$ cat src/rtl/sha256_padder_if.sv
// Byte-in / block-out handshake bundle for the SHA-256 padder.
// master is the padder side, slave is the producer/consumer side.
interface sha256_padder_if;
    logic         i_valid;
    logic [7:0]   i_data;
    logic         i_last;
    logic         o_ready;
    logic         o_blk_valid;
    logic [511:0] o_blk_data;
    logic         o_blk_last;
    logic         i_blk_ready;

    modport master (
        input  i_valid, i_data, i_last, i_blk_ready,
        output o_ready, o_blk_valid, o_blk_data, o_blk_last
    );

    modport slave (
        output i_valid, i_data, i_last, i_blk_ready,
        input  o_ready, o_blk_valid, o_blk_data, o_blk_last
    );
endinterface

$ cat src/rtl/sha256_padder.sv
// SHA-256 message padder: packs bytes into 512-bit blocks with 0x80/zero/length padding.
// Optional block counter output o_blk_cnt is enabled by macro SHA256_PADDER_BLKCNT_EN.
module sha256_padder #(
    parameter int LEN_W = 61
) (
    input  logic clk,
    input  logic rst,
`ifdef SHA256_PADDER_BLKCNT_EN
    output logic [15:0] o_blk_cnt,
`endif
    sha256_padder_if.master bus
);

    typedef enum logic [1:0] {
        FILL,
        SEND,
        PAD2,
        SEND_LAST
    } state_t;

    state_t           state;
    logic [5:0]       idx;
    logic [LEN_W-1:0] cnt;
    logic [LEN_W-1:0] cnt_inc;
    logic             pad2;
    logic             marker;
    logic [511:0]     blk;
    logic [511:0]     fill_blk;
    logic [511:0]     pad_blk;
    logic [63:0]      len_inc;
    logic [63:0]      len_cur;
    logic             ready_r;
    logic             valid_r;
    logic             last_r;

    assign cnt_inc = cnt + 1'b1;
    assign len_inc = 64'({cnt_inc, 3'b000});
    assign len_cur = 64'({cnt, 3'b000});
    assign pad_blk = {(marker ? 8'h80 : 8'h00), 440'h0, len_cur};

    assign bus.o_ready     = ready_r;
    assign bus.o_blk_valid = valid_r;
    assign bus.o_blk_data  = blk;
    assign bus.o_blk_last  = last_r;

    // Byte j lives at [511-8j -: 8]; a last byte also lays down the padding tail.
    always_comb begin
        fill_blk = blk;
        for (int j = 0; j < 64; j++) begin
            if (j == int'(idx)) begin
                fill_blk[511-8*j -: 8] = bus.i_data;
            end else if (bus.i_last && j > int'(idx)) begin
                fill_blk[511-8*j -: 8] = (j == int'(idx) + 1) ? 8'h80 : 8'h00;
                if (idx <= 6'd54 && j >= 56)
                    fill_blk[511-8*j -: 8] = len_inc[63-8*(j-56) -: 8];
            end
        end
    end

    always_ff @(posedge clk) begin
        if (rst) begin
            state   <= FILL;
            idx     <= '0;
            cnt     <= '0;
            pad2    <= 1'b0;
            marker  <= 1'b0;
            blk     <= '0;
            ready_r <= 1'b1;
            valid_r <= 1'b0;
            last_r  <= 1'b0;
        end else begin
            unique case (state)
                FILL: begin
                    if (bus.i_valid) begin
                        blk <= fill_blk;
                        idx <= idx + 1'b1;
                        cnt <= cnt_inc;
                        if (bus.i_last) begin
                            ready_r <= 1'b0;
                            valid_r <= 1'b1;
                            if (idx <= 6'd54) begin
                                state  <= SEND_LAST;
                                last_r <= 1'b1;
                            end else begin
                                state  <= SEND;
                                last_r <= 1'b0;
                                pad2   <= 1'b1;
                                marker <= (idx == 6'd63);
                            end
                        end else if (idx == 6'd63) begin
                            state   <= SEND;
                            last_r  <= 1'b0;
                            ready_r <= 1'b0;
                            valid_r <= 1'b1;
                        end
                    end
                end
                SEND: begin
                    if (bus.i_blk_ready) begin
                        valid_r <= 1'b0;
                        if (pad2) begin
                            state <= PAD2;
                        end else begin
                            state   <= FILL;
                            idx     <= '0;
                            ready_r <= 1'b1;
                        end
                    end
                end
                PAD2: begin
                    blk     <= pad_blk;
                    pad2    <= 1'b0;
                    marker  <= 1'b0;
                    last_r  <= 1'b1;
                    valid_r <= 1'b1;
                    state   <= SEND_LAST;
                end
                SEND_LAST: begin
                    if (bus.i_blk_ready) begin
                        state   <= FILL;
                        idx     <= '0;
                        cnt     <= '0;
                        ready_r <= 1'b1;
                        valid_r <= 1'b0;
                        last_r  <= 1'b0;
                    end
                end
                default: state <= FILL;
            endcase
        end
    end

`ifdef SHA256_PADDER_BLKCNT_EN
    always_ff @(posedge clk) begin
        if (rst)
            o_blk_cnt <= '0;
        else if (valid_r && bus.i_blk_ready)
            o_blk_cnt <= o_blk_cnt + 1'b1;
    end
`endif

endmodule

$ cat src/flat_wrapper.sv
// flat-port wrapper written by rule: the top's interface ports become plain ports
module sha256_padder_flat 
#(
    parameter int LEN_W = 61
)
  (clk, rst, bus_i_valid, bus_i_data, bus_i_last, bus_i_blk_ready, bus_o_ready, bus_o_blk_valid, bus_o_blk_data, bus_o_blk_last);
  sha256_padder_if bus_i ();
  input  logic clk;
  input  logic rst;
  input wire logic [$bits(bus_i.i_valid)-1:0] bus_i_valid;
  input wire logic [$bits(bus_i.i_data)-1:0] bus_i_data;
  input wire logic [$bits(bus_i.i_last)-1:0] bus_i_last;
  input wire logic [$bits(bus_i.i_blk_ready)-1:0] bus_i_blk_ready;
  output wire logic [$bits(bus_i.o_ready)-1:0] bus_o_ready;
  output wire logic [$bits(bus_i.o_blk_valid)-1:0] bus_o_blk_valid;
  output wire logic [$bits(bus_i.o_blk_data)-1:0] bus_o_blk_data;
  output wire logic [$bits(bus_i.o_blk_last)-1:0] bus_o_blk_last;
  assign bus_i.i_valid = bus_i_valid;
  assign bus_i.i_data = bus_i_data;
  assign bus_i.i_last = bus_i_last;
  assign bus_i.i_blk_ready = bus_i_blk_ready;
  assign bus_o_ready = bus_i.o_ready;
  assign bus_o_blk_valid = bus_i.o_blk_valid;
  assign bus_o_blk_data = bus_i.o_blk_data;
  assign bus_o_blk_last = bus_i.o_blk_last;
  sha256_padder #(.LEN_W(LEN_W)) u_core (.clk(clk), .rst(rst), .bus(bus_i));
endmodule
$ cat config.mk
export PLATFORM = sky130hd
export DESIGN_NAME = sha256_padder_flat
export DESIGN_NICKNAME = d
export VERILOG_FILES = /design/src/rtl/sha256_padder_if.sv /design/src/rtl/sha256_padder.sv /design/src/flat_wrapper.sv
export SDC_FILE = /design/constraint.sdc
export NUM_CORES = 1
export LEC_CHECK = 0
export CELL_PAD_IN_SITES_DETAIL_PLACEMENT = 0
export CELL_PAD_IN_SITES_GLOBAL_PLACEMENT = 1
export CORE_UTILIZATION = 38
export DETAILED_ROUTE_END_ITERATION = 12
export PLACE_DENSITY = 0.82
export SYNTH_ARGS = -nofsm -noshare
export SYNTH_HDL_FRONTEND = slang
export SYNTH_SLANG_ARGS = --single-unit
$ cat constraint.sdc
create_clock -name clk -period 2.95 [get_ports clk]
set_input_delay 0.59 -clock clk [delete_from_list [all_inputs] [get_ports clk]]
set_output_delay 0.59 -clock clk [all_outputs]
set_load 0.03 [all_outputs]
==> results.py <==
metrics = {
    "clocking": {
        "cts_root_buf": "clkbuf_16",
        "cts.sinks": 586,
        "clockBufferDepth": 3,
        "clk_pin_slew_ns": 0.06,
        "insertion_delay_ns": 0.62,
        "ctsHoldBuffers": 0,
        "cts_tree": "built",
        "cts_resized": 0,
        "h-tree-depth": 3,
        "post_cts_buffers": 0,
        "cts-buffers-inserted": 67,
    },
    "sta": {
        "tns_ns": 0,
        "finClkSkew_ns": 0.0342,
        "hold_violations": 0,
        "finalSetupViolCount": 0,
        "max_freq_mhz": 373,
        "tightest_slew_ns": 0.915,
        "drv_slew": 0,
        "min_period_over_period": 0.908,
        "rsz0062_at_grt": "false",
        "min_period_ns": 2.68,
        "slew-limit-headroom": 0.384,
    },
    "global_routing": {
        "grt_start_max_net_pins": 149,
        "grtUsageTotal": 0.314,
        "antenna_found_initial": 1,
        "grt_overflow_total": 0,
        "grt_pass1_vias": 25295,
        "grt_pass1_wl_mm": 168,
    },
    "pwr": {
        "p_switching_mw": 5.66,
        "swShare": 0.285,
        "p_clk_frac": 0.439,
        "p_seq_frac": 0.410,
        "combPwrFrac": 0.150,
        "internal_power_mw": 14.2,
        "p_leak_nw": 12.6,
        "ir_drop_mv": 0.382,
        "power_density_nw_per_um2": 556,
    },
    "placement": {
        "dp_cells": 4528,
        "place_area_um2": 33500,
        "gp_congestion": 0.966,
        "io_buffers": 527,
        "dp_hpwl_mm": 80.3,
    },
    "cells_and_area": {
        "layout-drive-gt1-share": 0.117,
        "layout_commonest_cell": "dfxtp_1",
        "fillers": 6274,
        "nNetsFinal": 3744,
        "finalNonFillerCells": 4647,
        "diodes": 0,
        "stdcell_area_um2": 35800,
        "syn_to_final_growth_pct": 37.8,
        "layout_common_cells": "dfxtp_1 (586), nor2_1 (583), clkdlybuf4s50_1 (525)",
    },
    "synth": {
        "seq_area_frac_synth": 0.452,
        "synthDistinctLibCells": 89,
        "syn-cell-area_um2": 26000,
        "synth_edf_count": 0,
        "syn_nets": 3210,
        "ys_ff_latch": 586,
        "syn_inst": 3190,
        "syn_area_per_cell_um2": 8.14,
        "yosys_warnings": 0,
        "yosys_most_used_dff": "dfxtp_1",
        "synthArstFlopShare": 0,
    },
    "floorplan": {
        "ioPinCount": 528,
        "die_area_um2": 69400,
        "rows": 95,
        "start_util": 0.385,
        "die_w_um": 263,
        "die_h_um": 263,
        "core_um2": 67400,
    },
    "critical_path": {
        "cp_cell_sequence": "and2_1, buf_4, nand3_1, a31o_2, a21oi_1, nor2_1",
        "crit_arrival_ns": 3.14,
        "cp_max_fo": 11,
        "crit_buf_inv": 1,
        "critPathRequiredTime_ns": 3.41,
        "slowest_delay_ns": 0.60,
        "path_class": "register to register",
        "endpoint_kind": "register",
        "cpLargestDelayFamily": "simple AND/OR/NAND/NOR gates",
        "slowest_stage": "dfxtp_1",
        "crit_path_start_kind": "register",
    },
    "drt": {
        "drt_iter0_drc": 2909,
        "wl_per_cell_um": 24.4,
        "vias": 27363,
        "drtPass1Iterations": 8,
        "ant_nets": 0,
        "wl_mm": 114,
        "drc_errors": 0,
        "vias_per_cell": 5.89,
    },
    "job": {
        "maxCapViolCount": 0,
    },
    "min_path": {
        "hp-class": "primary input to register",
    },
    "outcome": {
        "outcome": "complete, no violations",
    },
}
-- Yosys cell counts (all sizes together), types with 57 or more instances --
cell type / number / share of area
dfxtp: 586 / 0.45
nor2: 586 / 0.085
a22oi: 373 / 0.11
clkbuf: 251 / 0.036
nand2: 206 / 0.030
a21oi: 174 / 0.034
o21ai: 159 / 0.031
nor3: 110 / 0.022
buf: 76 / 0.014
nand3: 63 / 0.012
and3: 62 / 0.015
o31ai: 57 / 0.019
-- flip-flops by register name (all words and copies together), names as in the netlist --
name and count:
u_core.bus.o_ready 1, u_core.state 2, u_core.cnt 61, u_core.bus.o_blk_data 512
u_core.pad2 1, u_core.bus.o_blk_valid 1, u_core.bus.o_blk_last 1, u_core.idx 6
u_core.marker 1
-- per-stage QoR --
stage                      util  hold slack, ns  worst slack (ns)  total power, mW
after CTS                 0.531           0.272             0.339             19.9
after global routing      0.531           0.316             0.145             20.5
final                     0.531           0.307             0.271             19.9
after detailed placement  0.497           0.442            0.0642             11.3
after floorplan               -           0.454             0.455             9.83
after global placement    0.497           0.439            0.0706             11.3
-- cells by family (layout without fill, tap and decap cells) --
logic type                 Yosys count  after routing  share of synthesized area
xor gates and xnor gates            19             19                    0.00641
AOI/OAI and AO/OA                  999            999                      0.264
buffers and inverters              349            933                     0.0534
and+or+nand+nor                   1222           1222                      0.218
muxes                                8              8                    0.00313
DFF                                586            586                      0.452
adders and majority gates            7              7                    0.00337
-- power groups by stage --
| stage | Sequential, mW | Clock, mW | Combinational, mW |
|---|---|---|---|
| final | 8.16 | 8.73 | 2.98 |
| after detailed placement | 8.33 | 0 | 2.93 |
| after CTS | 8.16 | 8.85 | 2.94 |
| after global placement | 8.33 | 0 | 2.92 |
| after global routing | 8.17 | 9.15 | 3.14 |
| after floorplan | 8.51 | 0 | 1.31 |
-- worst register-to-register path: stages (launching register included) --
cell     delay [ns]
dfxtp_1        0.60
and2_1         0.54
buf_4          0.29
nand3_1        0.36
a31o_2         0.50
a21oi_1        0.18
nor2_1         0.06
-- path summary, 6_finish.rpt --
kind | start | end | slack (ns) | cells after the start
hold reg to reg | u_core.bus.o_blk_data[179] | u_core.bus.o_blk_data[179] | 0.45 | 2
setup / recovery | u_core.idx[4] | u_core.bus.o_blk_data[64] | 0.27 | 6
setup reg to reg | u_core.idx[4] | u_core.bus.o_blk_data[64] | 0.27 | 6
hold / removal | rst | u_core.cnt[29] | 0.31 | 2
-- layer usage --
metal,up-vias,GRT usage,part of all wire
li1,12630,-,-
met1,13162,0.397,0.40
met2,1301,0.509,0.46
met3,268,0.0626,0.082
met5,-,0,0.00011
met4,2,0.158,0.051
-- final cells by class --
class	instances	area, um2	share of cell area
Timing Repair Buffer	792	7660	0.214
Tap cell	873	1090	0.0305
Clock inverter	22	318	0.00888
Multi-Input combinational cell	2255	12900	0.361
Inverter	22	82.6	0.00231
Sequential cell	586	11700	0.328
Clock buffer	97	1980	0.0554
Note: power is estimated with default switching activity, not from simulation.
